File: config.mk
export PLATFORM = sky130hd
export DESIGN_NAME = display_source_arbiter_flat
export DESIGN_NICKNAME = d
export VERILOG_FILES = /design/src/rtl/display_source_arbiter_if.sv /design/src/rtl/display_source_arbiter.sv /design/src/flat_wrapper.sv
export SDC_FILE = /design/constraint.sdc
export NUM_CORES = 1
export LEC_CHECK = 0
export CELL_PAD_IN_SITES_DETAIL_PLACEMENT = 1
export CELL_PAD_IN_SITES_GLOBAL_PLACEMENT = 2
export CORE_MARGIN = 2
export CORE_UTILIZATION = 28
export CTS_BUF_LIST = sky130_fd_sc_hd__clkbuf_16
export DETAILED_ROUTE_END_ITERATION = 8
export HOLD_SLACK_MARGIN = 0.03
export PLACE_DENSITY = 0.77
export SLEW_MARGIN = 20
export SYNTH_ARGS = -nofsm -noshare
export SYNTH_HDL_FRONTEND = slang
export SYNTH_SLANG_ARGS = --single-unit
File: constraint.sdc
create_clock -name clk -period 3.7 [get_ports clk]
set_clock_uncertainty 0.15 [all_clocks]
set_input_delay 0.37 -clock clk [delete_from_list [all_inputs] [get_ports clk]]
set_output_delay 0.37 -clock clk [all_outputs]
set_load 0.02 [all_outputs]
File: src/rtl/display_source_arbiter_if.sv
// Handshake bundle between the display requesters, the arbiter and the 7-segment serializer.
// The arbiter takes the slave view; the producer/serializer side takes the master view.
interface display_source_arbiter_if #(
    parameter int NUM_REQ = 3
) ();
    logic [NUM_REQ-1:0]    req;
    logic [16*NUM_REQ-1:0] req_data;
    logic [NUM_REQ-1:0]    grant;
    logic [15:0]           disp_data;
    logic                  disp_valid;
    logic                  disp_ready;
    logic [1:0]            cur_src;
    logic                  busy;

    modport master (
        output req,
        output req_data,
        output disp_ready,
        input  grant,
        input  disp_data,
        input  disp_valid,
        input  cur_src,
        input  busy
    );

    modport slave (
        input  req,
        input  req_data,
        input  disp_ready,
        output grant,
        output disp_data,
        output disp_valid,
        output cur_src,
        output busy
    );
endinterface

File: src/rtl/display_source_arbiter.sv
// Round-robin arbiter sharing one 4-digit BCD display among up to three sources,
// with a minimum on-screen hold per frame and a one-shot default frame after idling.
module display_source_arbiter #(
    parameter int          NUM_REQ      = 3,
    parameter int          HOLD_CYCLES  = 1000,
    parameter int          IDLE_TIMEOUT = 50000,
    parameter logic [15:0] DEFAULT_BCD  = 16'hFFFF
) (
    input  logic                      clk,
    input  logic                      rst,
    display_source_arbiter_if.slave   bus
);

    localparam int CNT_MAX = (HOLD_CYCLES > IDLE_TIMEOUT) ? HOLD_CYCLES : IDLE_TIMEOUT;
    localparam int CNT_W   = $clog2(CNT_MAX + 1);

    localparam logic [CNT_W-1:0] CNT_ONE     = CNT_W'(1);
    localparam logic [CNT_W-1:0] HOLD_LAST   = CNT_W'(HOLD_CYCLES - 1);
    localparam logic [CNT_W-1:0] IDLE_LAST   = CNT_W'(IDLE_TIMEOUT - 1);
    localparam logic [CNT_W-1:0] IDLE_SAT    = CNT_W'(IDLE_TIMEOUT);
    localparam logic [1:0]       LAST_SRC    = 2'(NUM_REQ - 1);
    localparam logic [1:0]       DEFAULT_SRC = 2'd3;

    typedef enum logic [1:0] {
        IDLE,
        SEND,
        HOLD
    } state_t;

    state_t             state_reg;
    logic [1:0]         rr_ptr_reg;
    logic [CNT_W-1:0]   idle_cnt_reg;
    logic [CNT_W-1:0]   hold_cnt_reg;
    logic               default_shown_reg;
    logic [NUM_REQ-1:0] grant_reg;
    logic [15:0]        disp_data_reg;
    logic               disp_valid_reg;
    logic [1:0]         cur_src_reg;
    logic               busy_reg;

    // Sources padded out to four slots so the scan can always use a 2-bit index.
    logic [3:0]  req_pad;
    logic [15:0] src_data [4];

    genvar gi;
    generate
        for (gi = 0; gi < 4; gi++) begin : g_src
            if (gi < NUM_REQ) begin : g_used
                assign req_pad[gi]  = bus.req[gi];
                assign src_data[gi] = bus.req_data[16*gi +: 16];
            end else begin : g_unused
                assign req_pad[gi]  = 1'b0;
                assign src_data[gi] = 16'h0000;
            end
        end
    endgenerate

    logic       pick_found;
    logic [1:0] pick_idx;
    logic [2:0] scan_sum;
    logic [3:0] pick_onehot;
    logic [1:0] rr_ptr_next;

    // First requester at or after rr_ptr, wrapping modulo NUM_REQ.
    always_comb begin
        pick_found = 1'b0;
        pick_idx   = 2'd0;
        scan_sum   = 3'd0;
        for (int k = 0; k < NUM_REQ; k++) begin
            scan_sum = {1'b0, rr_ptr_reg} + 3'(k);
            if (scan_sum >= 3'(NUM_REQ)) begin
                scan_sum = scan_sum - 3'(NUM_REQ);
            end
            if (!pick_found && req_pad[scan_sum[1:0]]) begin
                pick_found = 1'b1;
                pick_idx   = scan_sum[1:0];
            end
        end
    end

    assign pick_onehot = 4'b0001 << pick_idx;
    assign rr_ptr_next = (pick_idx == LAST_SRC) ? 2'd0 : pick_idx + 2'd1;

    always_ff @(posedge clk) begin
        if (rst) begin
            state_reg         <= IDLE;
            rr_ptr_reg        <= 2'd0;
            idle_cnt_reg      <= '0;
            hold_cnt_reg      <= '0;
            default_shown_reg <= 1'b0;
            grant_reg         <= '0;
            disp_data_reg     <= 16'h0000;
            disp_valid_reg    <= 1'b0;
            cur_src_reg       <= DEFAULT_SRC;
            busy_reg          <= 1'b0;
        end else begin
            grant_reg <= '0;
            case (state_reg)
                IDLE: begin
                    // A live request always beats an expiring idle timer.
                    if (pick_found) begin
                        disp_data_reg     <= src_data[pick_idx];
                        grant_reg         <= pick_onehot[NUM_REQ-1:0];
                        disp_valid_reg    <= 1'b1;
                        cur_src_reg       <= pick_idx;
                        rr_ptr_reg        <= rr_ptr_next;
                        idle_cnt_reg      <= '0;
                        default_shown_reg <= 1'b0;
                        busy_reg          <= 1'b1;
                        state_reg         <= SEND;
                    end else if (idle_cnt_reg == IDLE_LAST && !default_shown_reg) begin
                        disp_data_reg     <= DEFAULT_BCD;
                        disp_valid_reg    <= 1'b1;
                        cur_src_reg       <= DEFAULT_SRC;
                        idle_cnt_reg      <= '0;
                        default_shown_reg <= 1'b1;
                        busy_reg          <= 1'b1;
                        state_reg         <= SEND;
                    end else if (idle_cnt_reg != IDLE_SAT) begin
                        idle_cnt_reg <= idle_cnt_reg + CNT_ONE;
                    end
                end
                SEND: begin
                    if (bus.disp_ready) begin
                        disp_valid_reg <= 1'b0;
                        hold_cnt_reg   <= '0;
                        state_reg      <= HOLD;
                    end
                end
                HOLD: begin
                    if (hold_cnt_reg == HOLD_LAST) begin
                        busy_reg  <= 1'b0;
                        state_reg <= IDLE;
                    end else begin
                        hold_cnt_reg <= hold_cnt_reg + CNT_ONE;
                    end
                end
                default: begin
                    disp_valid_reg <= 1'b0;
                    busy_reg       <= 1'b0;
                    state_reg      <= IDLE;
                end
            endcase
        end
    end

    assign bus.grant      = grant_reg;
    assign bus.disp_data  = disp_data_reg;
    assign bus.disp_valid = disp_valid_reg;
    assign bus.cur_src    = cur_src_reg;
    assign bus.busy       = busy_reg;

endmodule

File: src/flat_wrapper.sv
// flat-port wrapper written by rule: the top's interface ports become plain ports
module display_source_arbiter_flat 
#(
    parameter int          NUM_REQ      = 3,
    parameter int          HOLD_CYCLES  = 1000,
    parameter int          IDLE_TIMEOUT = 50000,
    parameter logic [15:0] DEFAULT_BCD  = 16'hFFFF
)
  (clk, rst, bus_req, bus_req_data, bus_disp_ready, bus_grant, bus_disp_data, bus_disp_valid, bus_cur_src, bus_busy);
  display_source_arbiter_if #(.NUM_REQ(NUM_REQ)) bus_i ();
  input  logic clk;
  input  logic rst;
  input wire logic [$bits(bus_i.req)-1:0] bus_req;
  input wire logic [$bits(bus_i.req_data)-1:0] bus_req_data;
  input wire logic [$bits(bus_i.disp_ready)-1:0] bus_disp_ready;
  output wire logic [$bits(bus_i.grant)-1:0] bus_grant;
  output wire logic [$bits(bus_i.disp_data)-1:0] bus_disp_data;
  output wire logic [$bits(bus_i.disp_valid)-1:0] bus_disp_valid;
  output wire logic [$bits(bus_i.cur_src)-1:0] bus_cur_src;
  output wire logic [$bits(bus_i.busy)-1:0] bus_busy;
  assign bus_i.req = bus_req;
  assign bus_i.req_data = bus_req_data;
  assign bus_i.disp_ready = bus_disp_ready;
  assign bus_grant = bus_i.grant;
  assign bus_disp_data = bus_i.disp_data;
  assign bus_disp_valid = bus_i.disp_valid;
  assign bus_cur_src = bus_i.cur_src;
  assign bus_busy = bus_i.busy;
  display_source_arbiter #(.NUM_REQ(NUM_REQ), .HOLD_CYCLES(HOLD_CYCLES), .IDLE_TIMEOUT(IDLE_TIMEOUT), .DEFAULT_BCD(DEFAULT_BCD)) u_core (.clk(clk), .rst(rst), .bus(bus_i));
endmodule
# Word level (Yosys, flattened, before mapping)
# Cells that the tools add are included.
# word_totals
ff_bits	60
in_bits	54
word_cells	100
# op_classes
addsub	8
order_cmp	7
n_eq_ne	10
n_shift	1
mux	41
n_bitwise	5
reduce_logical	18
# op_table
op	count
$mux W16	9
$add A16 B1 Y16 const B	2
$bmux W16 S2	1
$pmux W16 S2	1
$mux W2	13
$eq A16 B10 Y1 const B	1
$eq A16 B16 Y1 const B	1
$ne A16 B16 Y1 const B	1
$reduce_and A3 Y1	4
$mux W1	11
$lt A2 B3 Y1 const B	3
$bmux W1 S2	3
$ge A3 B2 Y1 const B	2
$pmux W1 S3	2
$pmux W2 S3	1
$reduce_and A2 Y1	3
$sub A2 B2 Y2 const B	3
$eq A2 B2 Y1 const B	2
$ne A2 B2 Y1 const B	2
$not A1 Y1	4
$reduce_bool A2 Y1	2
$add A2 B1 Y3 const B	1
$add A2 B2 Y3 const B	1
$ge A3 B3 Y1 const B	1
12 further kinds	16

# Depth between registers and ports, before layout
# Gate-level depths: netlist of run 1.
# depth
ltp_word	16
mapped_depth	10

# Worst setup path before layout of run 1
# OpenSTA, ideal clock, no wires.
# synth_path
path_kind	reg-to-reg
start	reg u_core.rr_ptr_reg[0]
end	reg u_core.disp_data_reg[2], in the netlist u_core.bus.disp_data[2]
setup_time_ns	0.129
arrival_time_ns	2.594
t_required_ns	3.421
path_slack_ns	0.827
stages_incl_launch_ff	11
path_buffers	2
cell_sequence	dfxtp_1 inv_1 ha_1 a22o_1 a222oi_1 o211ai_1 and2_1 clkbuf_1 buf_2 o21ai_0 o211ai_1
# synth_via
elab_chain_cells	16
elab_cells_between_ends	34
cone_classes	add/sub (5); order compare (3); mux (19); bitwise (1); reduce/logical (6)
# synth_rtl
element	line	text
from (decl)	display_source_arbiter.sv:31	logic [1:0] rr_ptr_reg;
from (signal assigned)	display_source_arbiter.sv:106	rr_ptr_reg <= rr_ptr_next;
branches (longest 16 deep; another with $add A2 B1 Y3)	-	
to (signal assigned)	display_source_arbiter.sv:102	disp_data_reg <= src_data[pick_idx];
to (decl)	display_source_arbiter.sv:36	logic [15:0] disp_data_reg;
# Several ways; the timed one is not identified. The select of a mux whose other input is x is not followed.
# A chain may end at the register's enable or synchronous reset.

# Final worst setup path of run 1
# layout_path
start	reg u_core.rr_ptr_reg[0]
end	reg u_core.disp_data_reg[15], in the netlist u_core.bus.disp_data[15]
# The elaborated chain is that of the path after synthesis.

==> results of run 1 <==
-- Yosys cell counts, drive strengths merged (4+ instances only) --
master	n
inv	11
xor2	7
mux2i	17
xnor2	15
nor3	7
o21ai	16
nand4	6
buf	5
nor4	5
nor2b	4
o211ai	4
dfxtp	60
nand3	11
clkbuf	11
a21oi	14
nand2	19
nand2b	4
and3	5
ha	6
or3	6
a2111oi	13
nor2	68
-- final cells by class --
| class | instances | area, um2 |
|---|---|---|
| timing repair buffer | 80 | 791 |
| inverter | 11 | 41.3 |
| fill | 1225 | 6240 |
| clock buffer | 9 | 225 |
| multi-input combinational | 264 | 1670 |
| sequential | 60 | 1200 |
| tap | 136 | 170 |
| clock inverter | 6 | 25.0 |
-- path summary, 6_finish.rpt --
path                                 start                       end  slack [ps]  depth (start not counted)
hold reg to reg   u_core.default_shown_reg  u_core.default_shown_reg         310                          2
setup / recovery      u_core.rr_ptr_reg[0]  u_core.bus.disp_data[15]         590                          8
hold / removal    u_core.default_shown_reg  u_core.default_shown_reg         310                          2
setup reg to reg      u_core.rr_ptr_reg[0]  u_core.bus.disp_data[15]         590                          8
-- kinds of logic after synthesis --
logic type / count (synthesis) / synth area share
AOI/OAI and AO/OA: 66 / 0.159
xor gates and xnor gates: 22 / 0.0643
adders and majority gates: 6 / 0.0250
buffers and inverters: 27 / 0.0413
DFF: 60 / 0.401
muxes: 19 / 0.0655
and+or+nand+nor: 151 / 0.244
-- cells in the final DEF (no fill, tap or decap), types with 3 or more instances in the layout --
master            n
clkdlybuf4s50_1  76
nor2_1           68
dfxtp_1          60
nand2_1          19
mux2i_1          17
o21ai_0          16
xnor2_1          15
inv_1            13
a21oi_1          13
nand3_1          11
a2111oi_0         9
clkbuf_16         9
xor2_1            7
nor3_1            7
nand4_1           6
or3_1             6
ha_1              6
nor4_1            5
and3_1            5
o211ai_1          4
nand2b_1          4
nor2b_1           4
a2111oi_2         4
buf_4             4
nand3b_1          3
a22oi_1           3
nand4b_1          3
-- metal layers --
| layer | GRT usage | vias to the layer above |
|---|---|---|
| met4 | 0.0705 | 0 |
| met2 | 0.255 | 42 |
| li1 | - | 1395 |
| met1 | 0.200 | 1367 |
| met3 | 0.0278 | 13 |
| met5 | 0 | - |
-- metrics by stage --
step / total power (W) / util / cells / area, um2 / setup WS, ps
final: 0.00282 / 0.398 / 566 / 4130 / 589
after global routing: 0.00302 / 0.398 / 566 / 4130 / 264
after CTS: 0.00286 / 0.398 / 566 / 4130 / 540
after detailed placement: 0.00213 / 0.374 / 551 / 3880 / 540
after global placement: 0.00211 / 0.374 / 551 / 3880 / 597
after floorplan: 0.00166 / - / 351 / 3000 / 827
-- power by group through the flow --
stage	sequential [W]	clock, W	combinational (W)
after global placement	0.000877	0	0.00123
final	0.000868	0.000718	0.00124
after global routing	0.000883	0.000771	0.00136
after detailed placement	0.000879	0	0.00125
after CTS	0.000868	0.000736	0.00125
after floorplan	0.00100	0	0.000658
-- worst max-delay path: cells and delay by family (launching register included) --
kind,cells,cell delay (ps)
AO/OA/AOI/OAI,4,1620
adder cells (fa/ha/maj),1,400
buffers and inverters,2,280
flip-flops,1,360
multiplexers,1,160
==> impl_metrics.csv, run 1 <==
group,metric,value,unit
status,outcome,"finished clean",
sta,min_period_over_period,0.841,
yosys,yosys-top-cells-area,"dfxtp_1 (40%), nor2_1 (8.5%), mux2i_1 (5.7%)",
yosys,synth_nets,411,
sta,tightest_slew,930,ps
cts,cts_buffers,9,
worst_setup_path,critPathKind,"reg -> reg",
worst_setup_path,required,3740,ps
yosys,ys_warn_count,0,
cts,cts_setup_buffers,0,
grt,grt_usage,0.156,
yosys,avgSynthCellArea,8.54,um2
power_and_ir_drop,max-vdd-ir-drop,261,uV
worst_setup_path,worst_setup_path_end_kind,"flip-flop",
grt,gr-total-overflow,0,
place,io_buffers,76,
worst_setup_path,cpMaxStageDelayCell,"a31o_2",
cts,hold_buffers,0,
drt,dr_total_vias,2817,
drt,dr.pass1.iters,6,
cts,cts_tree,"done",
grt,antenna_found_initial,0,
yosys,yosys.area.top_type_share,0.401,
finish,synthToLayoutAreaGrowth,37.6,%
yosys,synth_async_sr_flop_share,0,
run,drv_cap,0,
sta,min_period,3110,ps
power_and_ir_drop,power_switching_share,0.384,
worst_setup_path,arrival,3150,ps
die,fp-row-count,37,
worst_setup_path,start_kind,"flip-flop",
worst_hold_path,hold_class,"reg -> reg",
die,io_pins,77,
place,gp_congestion,0.800,
power_and_ir_drop,clock_power_share,0.255,
cts,cts_root_buf,"clkbuf_16",
yosys,synth_area_leader_cell,"dfxtp_1",
cts,path_clk_slew,50,ps
cts,insertion_delay,320,ps
drt,wl_met3,259,um
grt,grt_max_degree,33,
worst_setup_path,worstPathCellList,"inv_1 -> ha_1 -> a22o_1 -> a222oi_1 -> buf_4 -> a31o_2 -> mux2i_1 -> a2111oi_0",
sta,finalMaxSlewViolations,0,
sta,slew_headroom,0.380,
sta,rsz0062_at_grt,"no",
place,dp_hpwl,6240,um
yosys,synth_edf_count,0,
worst_setup_path,critPathMaxFanout,19,
grt,first_global_vias,2838,
power_and_ir_drop,p_seq_frac,0.308,
yosys,synth_flop_cell,"dfxtp_1",
sta,setup_tns,0,ps
yosys,ys_ff_latch,60,
die,dieHeight,107,um
yosys,synthCells,351,
sta,hold_ws,314,ps
die,coreArea,10400,um2
die,initial_core_util,0.289,
power_and_ir_drop,powerDensity,683,nW/um2
yosys,syn_area,3000,um2
cts,clock_sinks,60,
cts,cts_max_level,3,
cts,max-clock-path-buffers,2,
drt,wl_met2,4230,um
yosys,ys_seq_area_frac,0.401,
power_and_ir_drop,p_leak,1.45,nW
sta,final_hold_viol_count,0,
drt,drt_drc_violations_left,0,
drt,postRouteAntennaNets,0,
power_and_ir_drop,combPwrFrac,0.438,
power_and_ir_drop,p_int,0.00174,W
finish,fin_nets,486,
finish,layout-drive-gt1-share,0.0581,
cts,ctsResizeCount,0,
drt,wl_per_cell,15.4,um
sta,setup_viol,0,
drt,wirelength_met1,4030,um
drt,highest_layer,"met4",
drt,finalWirelength,8710,um
drt,avgViaCountPerCell,4.98,
die,die_area,11600,um2
sta,max_freq,321,MHz
yosys,synth_cell_types,50,
finish,num_antenna_cells,0,
grt,grt_pass1_wl,14000,um
power_and_ir_drop,power_switching,0.00108,W
worst_setup_path,max_stage_delay,590,ps
die,die_w,107,um
drt,drtIter0Drc,100,
Note: power is estimated with default switching activity, not from simulation.
==> run 2, diff against run 1 <==
CORE_UTILIZATION = 26   (was 28)
PLACE_DENSITY = 0.75   (was 0.77)
clock period = 2.8 ns   (was 3.7 ns; I/O delays follow)
==> impl_metrics.csv, run 2 (synthesis gave the netlist of run 1 again) <==
group,metric,value,unit
cts,clock_sinks,60,
place,dp_hpwl,6500,um
worst_setup_path,arrival,2670,ps
sta,max_freq,381,MHz
die,die_area,12400,um2
power_and_ir_drop,max-vdd-ir-drop,339,uV
die,fp-row-count,39,
worst_hold_path,hold_class,"reg -> reg",
die,io_pins,77,
sta,min_period_over_period,0.937,
worst_hold_path,hold_start,"u_core.default_shown_reg",
cts,hold_buffers,0,
worst_setup_path,critPathKind,"reg -> reg",
worst_setup_path,start_kind,"flip-flop",
sta,slew_headroom,0.526,
die,initial_core_util,0.265,
sta,setup_ws,177,ps
worst_setup_path,r2r_end,"u_core.bus.disp_data[12]",
worst_setup_path,r2r-start,"u_core.rr_ptr_reg[0]",
grt,grt_usage,0.146,
worst_setup_path,worst_setup_path_end_kind,"flip-flop",
finish,fin_nets,498,
worst_setup_path,rr_worst_depth,9,
drt,drt_drc_violations_left,0,
cts,path_clk_slew,50,ps
place,io_buffers,76,
status,outcome,"finished clean",
sta,setup_tns,0,ps
worst_hold_path,min_to,"u_core.default_shown_reg",
drt,dr_total_vias,2852,
drt,dr.pass1.iters,5,
worst_setup_path,required,2850,ps
sta,final_hold_viol_count,0,
cts,cts_buffers,9,
grt,grt_pass1_wl,14700,um
grt,first_global_vias,2925,
sta,finalMaxSlewViolations,0,
die,die_w,111,um
cts,cts_tree,"done",
drt,avgViaCountPerCell,4.88,
drt,postRouteAntennaNets,0,
grt,antenna_found_initial,0,
die,coreArea,11300,um2
die,dieHeight,111,um
finish,layout-drive-gt1-share,0.111,
cts,cts_max_level,3,
cts,cts_root_buf,"clkbuf_16",
finish,fill_cells,1346,
cts,insertion_delay,320,ps
drt,wl_per_cell,15.1,um
finish,synthToLayoutAreaGrowth,43.5,%
sta,min_period,2620,ps
finish,final_cell_mix,"clkdlybuf4s50_1 (76), nor2_1 (68), dfxtp_1 (58)",
sta,setup_viol,0,
power_and_ir_drop,powerDensity,933,nW/um2
grt,gr-total-overflow,0,
power_and_ir_drop,p_leak,1.52,nW
place,dp_slack,-63.2,ps
grt,grt_max_degree,33,
worst_setup_path,r2r_setup_slack,180,ps
sta,tightest_slew,711,ps
worst_setup_path,critPathMaxFanout,19,
drt,drtIter0Drc,128,
place,gp_congestion,0.800,
cts,max-clock-path-buffers,2,
finish,num_antenna_cells,0,
worst_hold_path,min_path_cells,2,
drt,finalWirelength,8820,um
run,drv_cap,0,
finish,layout.cells.most_common,"clkdlybuf4s50_1",
run 2: layout make-up:
class                      count  area (um2)  area share
clock buffer                   9         225      0.0524
clock inverter                 6        25.0     0.00582
inverter                      11        41.3     0.00960
multi-input combinational    264        1730       0.402
sequential                    60        1200       0.280
tap                          143         179      0.0416
timing repair buffer          92         897       0.209
run 2: worst max path at each step:
stage | from | endpoint | slack [ps] | cells past startpoint
2_1_floorplan | u_core.rr_ptr_reg[1] | u_core.bus.disp_data[2] | 40 | 10
3_3_place_gp | bus_req[2] | u_core.bus.disp_data[2] | 120 | 9
3_5_place_dp | bus_req[1] | u_core.bus.disp_data[0] | -60 | 8
4_1_cts | u_core.rr_ptr_reg[0] | u_core.bus.disp_data[0] | 50 | 9
5_1_grt | u_core.rr_ptr_reg[0] | u_core.bus.disp_data[11] | -40 | 10
6_report | u_core.rr_ptr_reg[0] | u_core.bus.disp_data[12] | 180 | 9
run 2: power breakdown:
part           total (W)  leakage, nW  internal [W]  switching [W]
logic            0.00191        0.894      0.000866        0.00104
registers        0.00116        0.491       0.00104       0.000117
clock network   0.000948        0.133      0.000576       0.000371
total            0.00401         1.52       0.00248        0.00153
run 2: through the flow:
| stage | util | cell area [um2] | power [W] | hold slack, ps | std cells |
|---|---|---|---|---|---|
| 2_1_floorplan | - | 3010 | 0.00221 | 287 | 351 |
| 3_3_place_gp | 0.351 | 3980 | 0.00293 | 299 | 567 |
| 3_5_place_dp | 0.351 | 3980 | 0.00298 | 314 | 567 |
| 4_1_cts | 0.374 | 4230 | 0.00395 | 321 | 582 |
| 5_1_grt | 0.380 | 4300 | 0.00429 | 342 | 585 |
| 6_report | 0.380 | 4300 | 0.00401 | 310 | 585 |
run 2: what timing repair did:
action,in CTS,in global routing
pin swaps,0,2
endpoints found under the setup margin,1,17
gates resized for setup,1,20
buffers inserted,0,3
run 2: critical path, stage by stage (launching register included):
cell and delay, ps:
dfxtp_2 340, inv_1 80, ha_4 270, a22o_1 230, a222oi_1 330, buf_4 210, a31o_2 180, buf_12 190
mux2i_1 90, a2111oi_0 400
run 2: per-layer routing:
layer / GRT usage / vias up / wire [um]
met3: 0.0283 / 8 / 249
met1: 0.184 / 1384 / 4090
met5: 0 / - / 0
li1: - / 1426 / -
met4: 0.0593 / 0 / 123
met2: 0.247 / 34 / 4350
==> run 3, diff against run 2 <==
clock period = 2.11 ns   (was 2.8 ns; I/O delays follow)
==> impl_metrics.csv, run 3 (synthesis gave the netlist of run 1 again) <==
group,metric,value,unit
status,outcome,"finished with violations",
status,violations,"setup timing",
die,die_w,111,um
cts,max-clock-path-buffers,2,
place,dp_slack,-595,ps
sta,min_period,2530,ps
finish,synthToLayoutAreaGrowth,66.4,%
worst_hold_path,hold_class,"reg -> reg",
cts,clock_sinks,60,
die,io_pins,77,
cts,path_clk_slew,50,ps
worst_setup_path,cpMaxStageDelayCell,"dfxtp_4",
drt,avgViaCountPerCell,4.87,
finish,fill_cells,1283,
place,place_area,4280,um2
drt,dr_total_vias,3020,
grt,grt_pass1_wl,16900,um
power_and_ir_drop,p_leak,1.78,nW
finish,finalInstanceArea,4990,um2
power_and_ir_drop,powerDensity,1290,nW/um2
sta,finalMaxSlewViolations,0,
worst_setup_path,critPathKind,"reg -> reg",
sta,setup_tns,-14070,ps
grt,gr-total-overflow,0,
sta,rsz0062_at_grt,"yes",
finish,instances_no_fill,620,
grt,first_global_vias,3251,
cts,cts_tree,"done",
drt,finalWirelength,10300,um
sta,final_hold_viol_count,0,
die,coreArea,11300,um2
cts,insertion_delay,330,ps
grt,antenna_found_initial,0,
drt,drtIter0Drc,84,
grt,grt_usage,0.170,
sta,setup_ws,-423,ps
die,die_area,12400,um2
worst_setup_path,required,2180,ps
sta,setup_viol,43,
place,gp_congestion,0.755,
finish,layout-drive-gt1-share,0.266,
worst_setup_path,arrival,2600,ps
worst_setup_path,max_stage_delay,380,ps
sta,max_freq,395,MHz
place,dp.cells,596,
place,io_buffers,76,
sta,min_period_over_period,1.20,
drt,drt_drc_violations_left,0,
finish,final_cell_mix,"clkdlybuf4s50_1 (76), dfxtp_1 (58), nor2_1 (45)",
worst_setup_path,worstPathCellList,"inv_2 -> ha_4 -> mux2_4 -> a222oi_1 -> buf_4 -> buf_6 -> o211ai_1 -> and2_4 -> clkbuf_16 -> o2bb2ai_2 -> nand2b_1",
finish,fin_nets,533,
run,drv_cap,0,
sta,hold_ws,315,ps
worst_setup_path,start_kind,"flip-flop",
cts,cts_max_level,3,
die,fp-row-count,39,
finish,num_antenna_cells,0,
cts,cts_root_buf,"clkbuf_16",
finish,layout.cells.most_common,"clkdlybuf4s50_1",
worst_setup_path,worst_setup_path_end_kind,"flip-flop",
power_and_ir_drop,max-vdd-ir-drop,619,uV
drt,wl_per_cell,16.7,um
sta,tightest_slew,557,ps
drt,postRouteAntennaNets,0,
drt,dr.pass1.iters,4,
die,dieHeight,111,um
cts,hold_buffers,0,
cts,cts_buffers,9,
place,dp_hpwl,7000,um
worst_setup_path,critPathMaxFanout,11,
grt,grt_max_degree,28,
die,initial_core_util,0.265,
sta,slew_headroom,0.627,
[run 3: cell count changes in the layout (fill, tap and decap cells not counted), moves of 3 or more]
cell | before | now
o21ai_0 | 12 | 8
nor2_2 | 0 | 7
nor2_4 | 0 | 16
buf_12 | 1 | 5
o21ai_2 | 2 | 5
a21oi_1 | 13 | 10
a2111oi_1 | 3 | 0
a2111oi_2 | 7 | 10
nor2_1 | 68 | 45
a21oi_2 | 1 | 4
buf_6 | 1 | 5
buf_4 | 14 | 37
[run 3: what timing repair did]
item / CTS / global route
pin swaps: 9 / 6
gates cloned: 2 / 1
buffers inserted: 5 / 3
endpoints found under the setup margin: 42 / 50
resized for setup: 47 / 41
[run 3: final timing paths]
kind | slack [ps] | end | cells after the start | startpoint
min reg2reg | 320 | u_core.default_shown_reg | 2 | u_core.default_shown_reg
max | -420 | u_core.bus.cur_src[0] | 11 | u_core.rr_ptr_reg[1]
max reg2reg | -420 | u_core.bus.cur_src[0] | 11 | u_core.rr_ptr_reg[1]
min | 320 | u_core.default_shown_reg | 2 | u_core.default_shown_reg
[run 3: critical path, delay by kind of cell, from the launching register on]
kind | cells | cell delay (ps)
and+or+nand+nor | 2 | 320
adders and majority gates | 1 | 170
AOI/OAI and AO/OA | 3 | 560
buffers and inverters | 4 | 520
muxes | 1 | 300
DFF | 1 | 380
[run 3: layout make-up]
class | instances | area, um2 | share of cell area
multi-input combinational | 264 | 1990 | 0.399
clock buffer | 9 | 225 | 0.0451
inverter | 11 | 43.8 | 0.00878
sequential | 60 | 1210 | 0.242
clock inverter | 6 | 50.0 | 0.0100
tap | 143 | 179 | 0.0359
timing repair buffer | 127 | 1290 | 0.259
[run 3: routing by layer]
layer | up-vias | GRT usage | wire (um)
li1 | 1494 | - | -
met1 | 1465 | 0.203 | 4490
met2 | 52 | 0.298 | 5280
met3 | 9 | 0.0452 | 472
met4 | 0 | 0.0519 | 98
met5 | - | 0 | 0
[run 3: power breakdown]
group | switching (W) | internal, W | total (W)
combinational | 0.00177 | 0.00172 | 0.00348
sequential | 0.000192 | 0.00138 | 0.00158
clock | 0.000490 | 0.000886 | 0.00138
total | 0.00245 | 0.00399 | 0.00644
[run 3: stage by stage]
step | power (W) | util
CTS | 0.00619 | 0.425
global placement | 0.00425 | 0.378
detailed placement | 0.00433 | 0.378
global route | 0.00681 | 0.441
floorplan | 0.00312 | -
finish | 0.00644 | 0.441
==> RTL edit 1 (flow settings as in run 3) <==
The 3 states of `state_t` get a one-hot encoding in 3 bits.
--- a/src/rtl/display_source_arbiter.sv
+++ b/src/rtl/display_source_arbiter.sv
@@ -21,10 +21,10 @@
     localparam logic [1:0]       LAST_SRC    = 2'(NUM_REQ - 1);
     localparam logic [1:0]       DEFAULT_SRC = 2'd3;
 
-    typedef enum logic [1:0] {
-        IDLE,
-        SEND,
-        HOLD
+    typedef enum logic [2:0] {
+        IDLE = 3'b001,
+        SEND = 3'b010,
+        HOLD = 3'b100
     } state_t;
 
     state_t             state_reg;
Function: same outputs for any inputs over 10 cycles, from zero or initial values and one cycle with rst high; not proved beyond that.
==> RTL edit 1 against run 3 <==
Synthesized cell count grew 8.0%; total power grew 22%; routed wire length grew 10%; synthesized area grew 11%; worst setup slack gained 150 ps; the flow still finishes with violations (setup timing); critical endpoint is now u_core.idle_cnt_reg[4]; design area grew 14%; sequential cell count grew 1.
==> RTL edit 1: results (changes against run 3) <==
status: "complete, but fails checks"
violations: "setup timing"
synth_cell_types: 54  # +8.0%
firstDrtPassIters: 4  # unchanged
worst_pin_slew_ps: 410  # -148 ps
gp_congestion: 0.789  # +4.5%
hpwl_um: 7960  # +14%
cp_max_fo: 5  # -6
synthTopCellsByCount: "dfxtp_1, nor2_1, nand2_1"
wl_met3_um: 671  # +42%
ys_top_cells_by_area: "dfxtp_1, mux2i_1, xnor2_1"
cts_inserted_buffers: 9  # unchanged
p_leak_nw: 1.96  # +10%
wl_met2_um: 5530  # +4.6%
ir_worst_vdd_v: 0.000531  # -14%
grt_pass1_wl_um: 17200  # +2.0%
syn_inst: 379  # +8.0%
wl_met1_um: 4980  # +11%
drive_above_1_share_pct: 34.7  # +8.0 points
holdWs_ps: 330  # +14.7 ps
tns_ps: -7150  # +6920 ps
preCtsSetupSlack_ps: -400  # +195 ps
reg2reg_depth: 9  # -2
timing.final.setup_violations: 42  # -2.3%
worstHoldPathType: "flip-flop to flip-flop"
first_iter_violations: 159  # +89%
setup_ws_ps: -275  # +148 ps
nNetsFinal: 578  # +8.4%
grt_max_degree: 19  # -32%
post_dp_cell_area_mm2: 0.00476  # +11%
wl_um: 11400  # +10%
instances_no_fill: 694  # +12%
ys_seq_area_share_pct: 36.9  # -3.2 points
grt.total_usage_pct: 16.0  # -0.96 points
worstHoldEndpoint: "u_core.rr_ptr_reg[1]"
arrival_ps: 2500  # -100 ps
root_buffer: "clkbuf_16"
viasPerCell: 4.99  # +2.4%
timing.rr.end: "u_core.idle_cnt_reg[4]"
min_from: "u_core.rr_ptr_reg[1]"
placed_cells: 665  # +12%
syn-num-nets: 440  # +7.1%
r2r_start: "u_core.rr_ptr_reg[1]"
grt_pass1_vias: 3475  # +6.9%
## RTL edit 1: changes by cell type in the layout (fill, tap and decap cells not counted), moves of 6 or more
cell,run 3,this run
buf_4,37,60
nor4_1,3,11
a2111oi_2,10,0
nor2_2,7,1
nor3_1,6,12
mux2i_1,17,7
mux2i_4,0,10
a211oi_2,0,14
o32ai_1,0,8
nor2_1,45,26
## RTL edit 1: layout make-up
type | count | area (µm²)
Clock buffer | 9 | 225
Clock inverter | 7 | 114
Fill cell | 1414 | 6850
Inverter | 16 | 66.3
Multi-Input combinational cell | 278 | 2400
Sequential cell | 61 | 1230
Tap cell | 172 | 215
Timing Repair Buffer | 151 | 1420
## RTL edit 1: power by group
group	internal [mW]	switching (mW)
combinational	2.27	2.33
clock	1.15	0.548
sequential	1.39	0.161
## RTL edit 1: worst max-delay path: stages, from the launching register on
cell     delay, ps
dfxtp_2        350
inv_2           50
ha_4           170
mux2_4         340
mux2_4         290
a21oi_4        230
buf_6          150
nand2_4         40
or4_4          410
a21oi_2        140
## RTL edit 1: layer usage
metal | vias up | global-route usage (%)
li1 | 1663 | -
met1 | 1679 | 19.5
met5 | - | 0
met3 | 21 | 4.02
met4 | 0 | 5.49
met2 | 98 | 27.6
## RTL edit 1: timing repair
item	CTS	global route
endpoints found under the hold margin	0	0
pin swaps	5	27
buffers inserted	9	5
endpoints found under the setup margin	52	57
gates resized for setup	29	77
gates cloned	2	2
## RTL edit 1: cell families after synthesis
group                    synth area share, %
flip-flops                              36.9
AO/OA/AOI/OAI                           18.9
adder cells (fa/ha/maj)                 2.64
AND/OR/NAND/NOR                         22.3
XOR/XNOR                                6.61
buffers and inverters                   6.31
multiplexers                            6.34
==> RTL edit 2 (flow settings as in run 3) <==
Without the edit above. `HOLD_CYCLES` is set to 1000 in 2 places; all go to 500.
--- a/src/rtl/display_source_arbiter.sv
+++ b/src/rtl/display_source_arbiter.sv
@@ -2,7 +2,7 @@
 // with a minimum on-screen hold per frame and a one-shot default frame after idling.
 module display_source_arbiter #(
     parameter int          NUM_REQ      = 3,
-    parameter int          HOLD_CYCLES  = 1000,
+    parameter int          HOLD_CYCLES  = 500,
     parameter int          IDLE_TIMEOUT = 50000,
     parameter logic [15:0] DEFAULT_BCD  = 16'hFFFF
 ) (
--- a/src/flat_wrapper.sv
+++ b/src/flat_wrapper.sv
@@ -2,7 +2,7 @@
 module display_source_arbiter_flat 
 #(
     parameter int          NUM_REQ      = 3,
-    parameter int          HOLD_CYCLES  = 1000,
+    parameter int          HOLD_CYCLES  = 500,
     parameter int          IDLE_TIMEOUT = 50000,
     parameter logic [15:0] DEFAULT_BCD  = 16'hFFFF
 )
Check against the original RTL: no difference found for any inputs over 10 cycles, from zero or initial values and one cycle with rst high; that may be too few to reach the edited logic, so the function may still have changed.
==> RTL edit 2 against run 3 <==
The run still ends with setup timing left; synthesized area rose by 2.0%; worst setup slack improved by 190 ps; maximum frequency rose by 7.9%; largest cell class unchanged; total power fell by 20%; routed wire length rose by 5.8%; synthesized cell count rose by 2.8%; sequential cell count did not move; die area rose by 1.9%; count of clock-buffer cells in the layout did not move; clock power rose by 13%; design area rose by 1.1%.
==> RTL edit 2: results (changes against run 3) <==
status: "complete, but fails checks"
violations: "setup timing"
p_leak_nw: 1.83  # +3.1%
tns_ps: -6590  # +7480 ps
setup_ws_ps: -237  # +186 ps
ys.warnings.count: 0  # unchanged
worstHoldPathType: "input pin to flip-flop"
wl_um: 10900  # +5.8%
timing.final.setup_violations: 43  # unchanged
avgSynthCellArea_um2: 8.47  # -0.82%
root_buffer: "clkbuf_16"
fillers: 1307  # +1.9%
grt_pass1_vias: 3504  # +7.8%
viasPerCell: 5.12  # +5.1%
ys_top_cells_by_area: "dfxtp_1, o221ai_1, nand3_1"
relSlewSlack_pct: 64.0  # +1.2 points
critPathMaxStageDelay_ps: 350  # -30 ps
arrival_ps: 2440  # -160 ps
preCtsSetupSlack_ps: -453  # +142 ps
wl_met3_um: 702  # +49%
use_met2_pct: 31.2  # +1.4 points
grt_pass1_wl_um: 17300  # +2.8%
synth_xor_area_share_pct: 6.87  # +0.45 points
slowest_stage: "dfxtp_2"
hpwl_um: 7750  # +11%
wl_met2_um: 5520  # +4.5%
grt_max_degree: 24  # -14%
first_iter_violations: 81  # -3.6%
placed_cells: 613  # +2.9%
cp_max_fo: 6  # -5
cts_inserted_buffers: 9  # unchanged
firstDrtPassIters: 4  # unchanged
instances_no_fill: 638  # +2.9%
synth_compound_area_share_pct: 21.0  # +5.0 points
synth_adder_area_share_pct: 2.45  # -0.049 points
synth_top_area_share_pct: 39.3  # -0.79 points
htree_levels: 3  # unchanged
ys_seq_area_share_pct: 39.3  # -0.79 points
drive_above_1_share_pct: 24.0  # -2.6 points
grtUsageMet1_pct: 18.9  # -1.4 points
port_buffers: 76  # unchanged
synth_ff_type: "dfxtp_1"
grt.total_usage_pct: 17.3  # +0.29 points
synth_cell_types: 52  # +4.0%
wl_met1_um: 4600  # +2.5%
post_dp_cell_area_mm2: 0.00438  # +2.4%
synthMuxAreaShare_pct: 1.51  # -5.0 points
nNetsFinal: 550  # +3.2%
syn-num-nets: 421  # +2.4%
ir_worst_vdd_v: 0.000464  # -25%
synthTopCellsByCount: "dfxtp_1, nor2_1, nand3_1, o21ai_0"
gp_congestion: 0.776  # +2.8%
gr-usage-met3_pct: 6.26  # +1.7 points
==> RTL edit 2: final timing paths <==
| check | startpoint | slack [ps] | cells after the start | end |
|---|---|---|---|---|
| max | u_core.rr_ptr_reg[0] | -240 | 9 | u_core.bus.disp_data[12] |
| min | bus_req_data[3] | 300 | 3 | u_core.bus.disp_data[3] |
| max reg2reg | u_core.rr_ptr_reg[0] | -240 | 9 | u_core.bus.disp_data[12] |
| min reg2reg | u_core.hold_cnt_reg[6] | 360 | 2 | u_core.hold_cnt_reg[6] |
==> RTL edit 2: timing repair <==
item / in CTS / in global routing
pin swaps: 11 / 21
gates cloned: 0 / 2
setup endpoints to repair: 43 / 43
setup buffers: 2 / 5
gates resized for setup: 38 / 27
==> RTL edit 2: layout make-up <==
type / count / area, µm² / share of cell area (%)
Sequential cell: 60 / 1210 / 23.9
Tap cell: 143 / 179 / 3.55
Multi-Input combinational cell: 267 / 1930 / 38.3
Timing Repair Buffer: 138 / 1370 / 27.1
Inverter: 14 / 52.6 / 1.04
Clock buffer: 9 / 225 / 4.46
Clock inverter: 7 / 82.6 / 1.64
==> RTL edit 2: cells by family (layout without fill, tap and decap cells) <==
logic type | after synthesis | in the layout
xor+xnor | 24 | 24
fa+ha+maj | 6 | 6
flops | 60 | 60
simple gates | 137 | 137
compound gates | 96 | 96
mux | 4 | 4
buf+inv | 34 | 168
==> RTL edit 2: critical path, delay by kind of cell (launching register included) <==
kind	cells	cell delay, ps
AOI/OAI and AO/OA	3	580
buffers and inverters	3	460
adders and majority gates	1	160
muxes	1	310
and+or+nand+nor	1	260
DFF	1	350
==> RTL edit 2: where the power goes <==
group / switching, mW / internal [mW] / leakage (nW)
logic: 1.10 / 1.06 / 1.19
registers: 0.122 / 1.31 / 0.491
clock network: 0.543 / 1.02 / 0.149
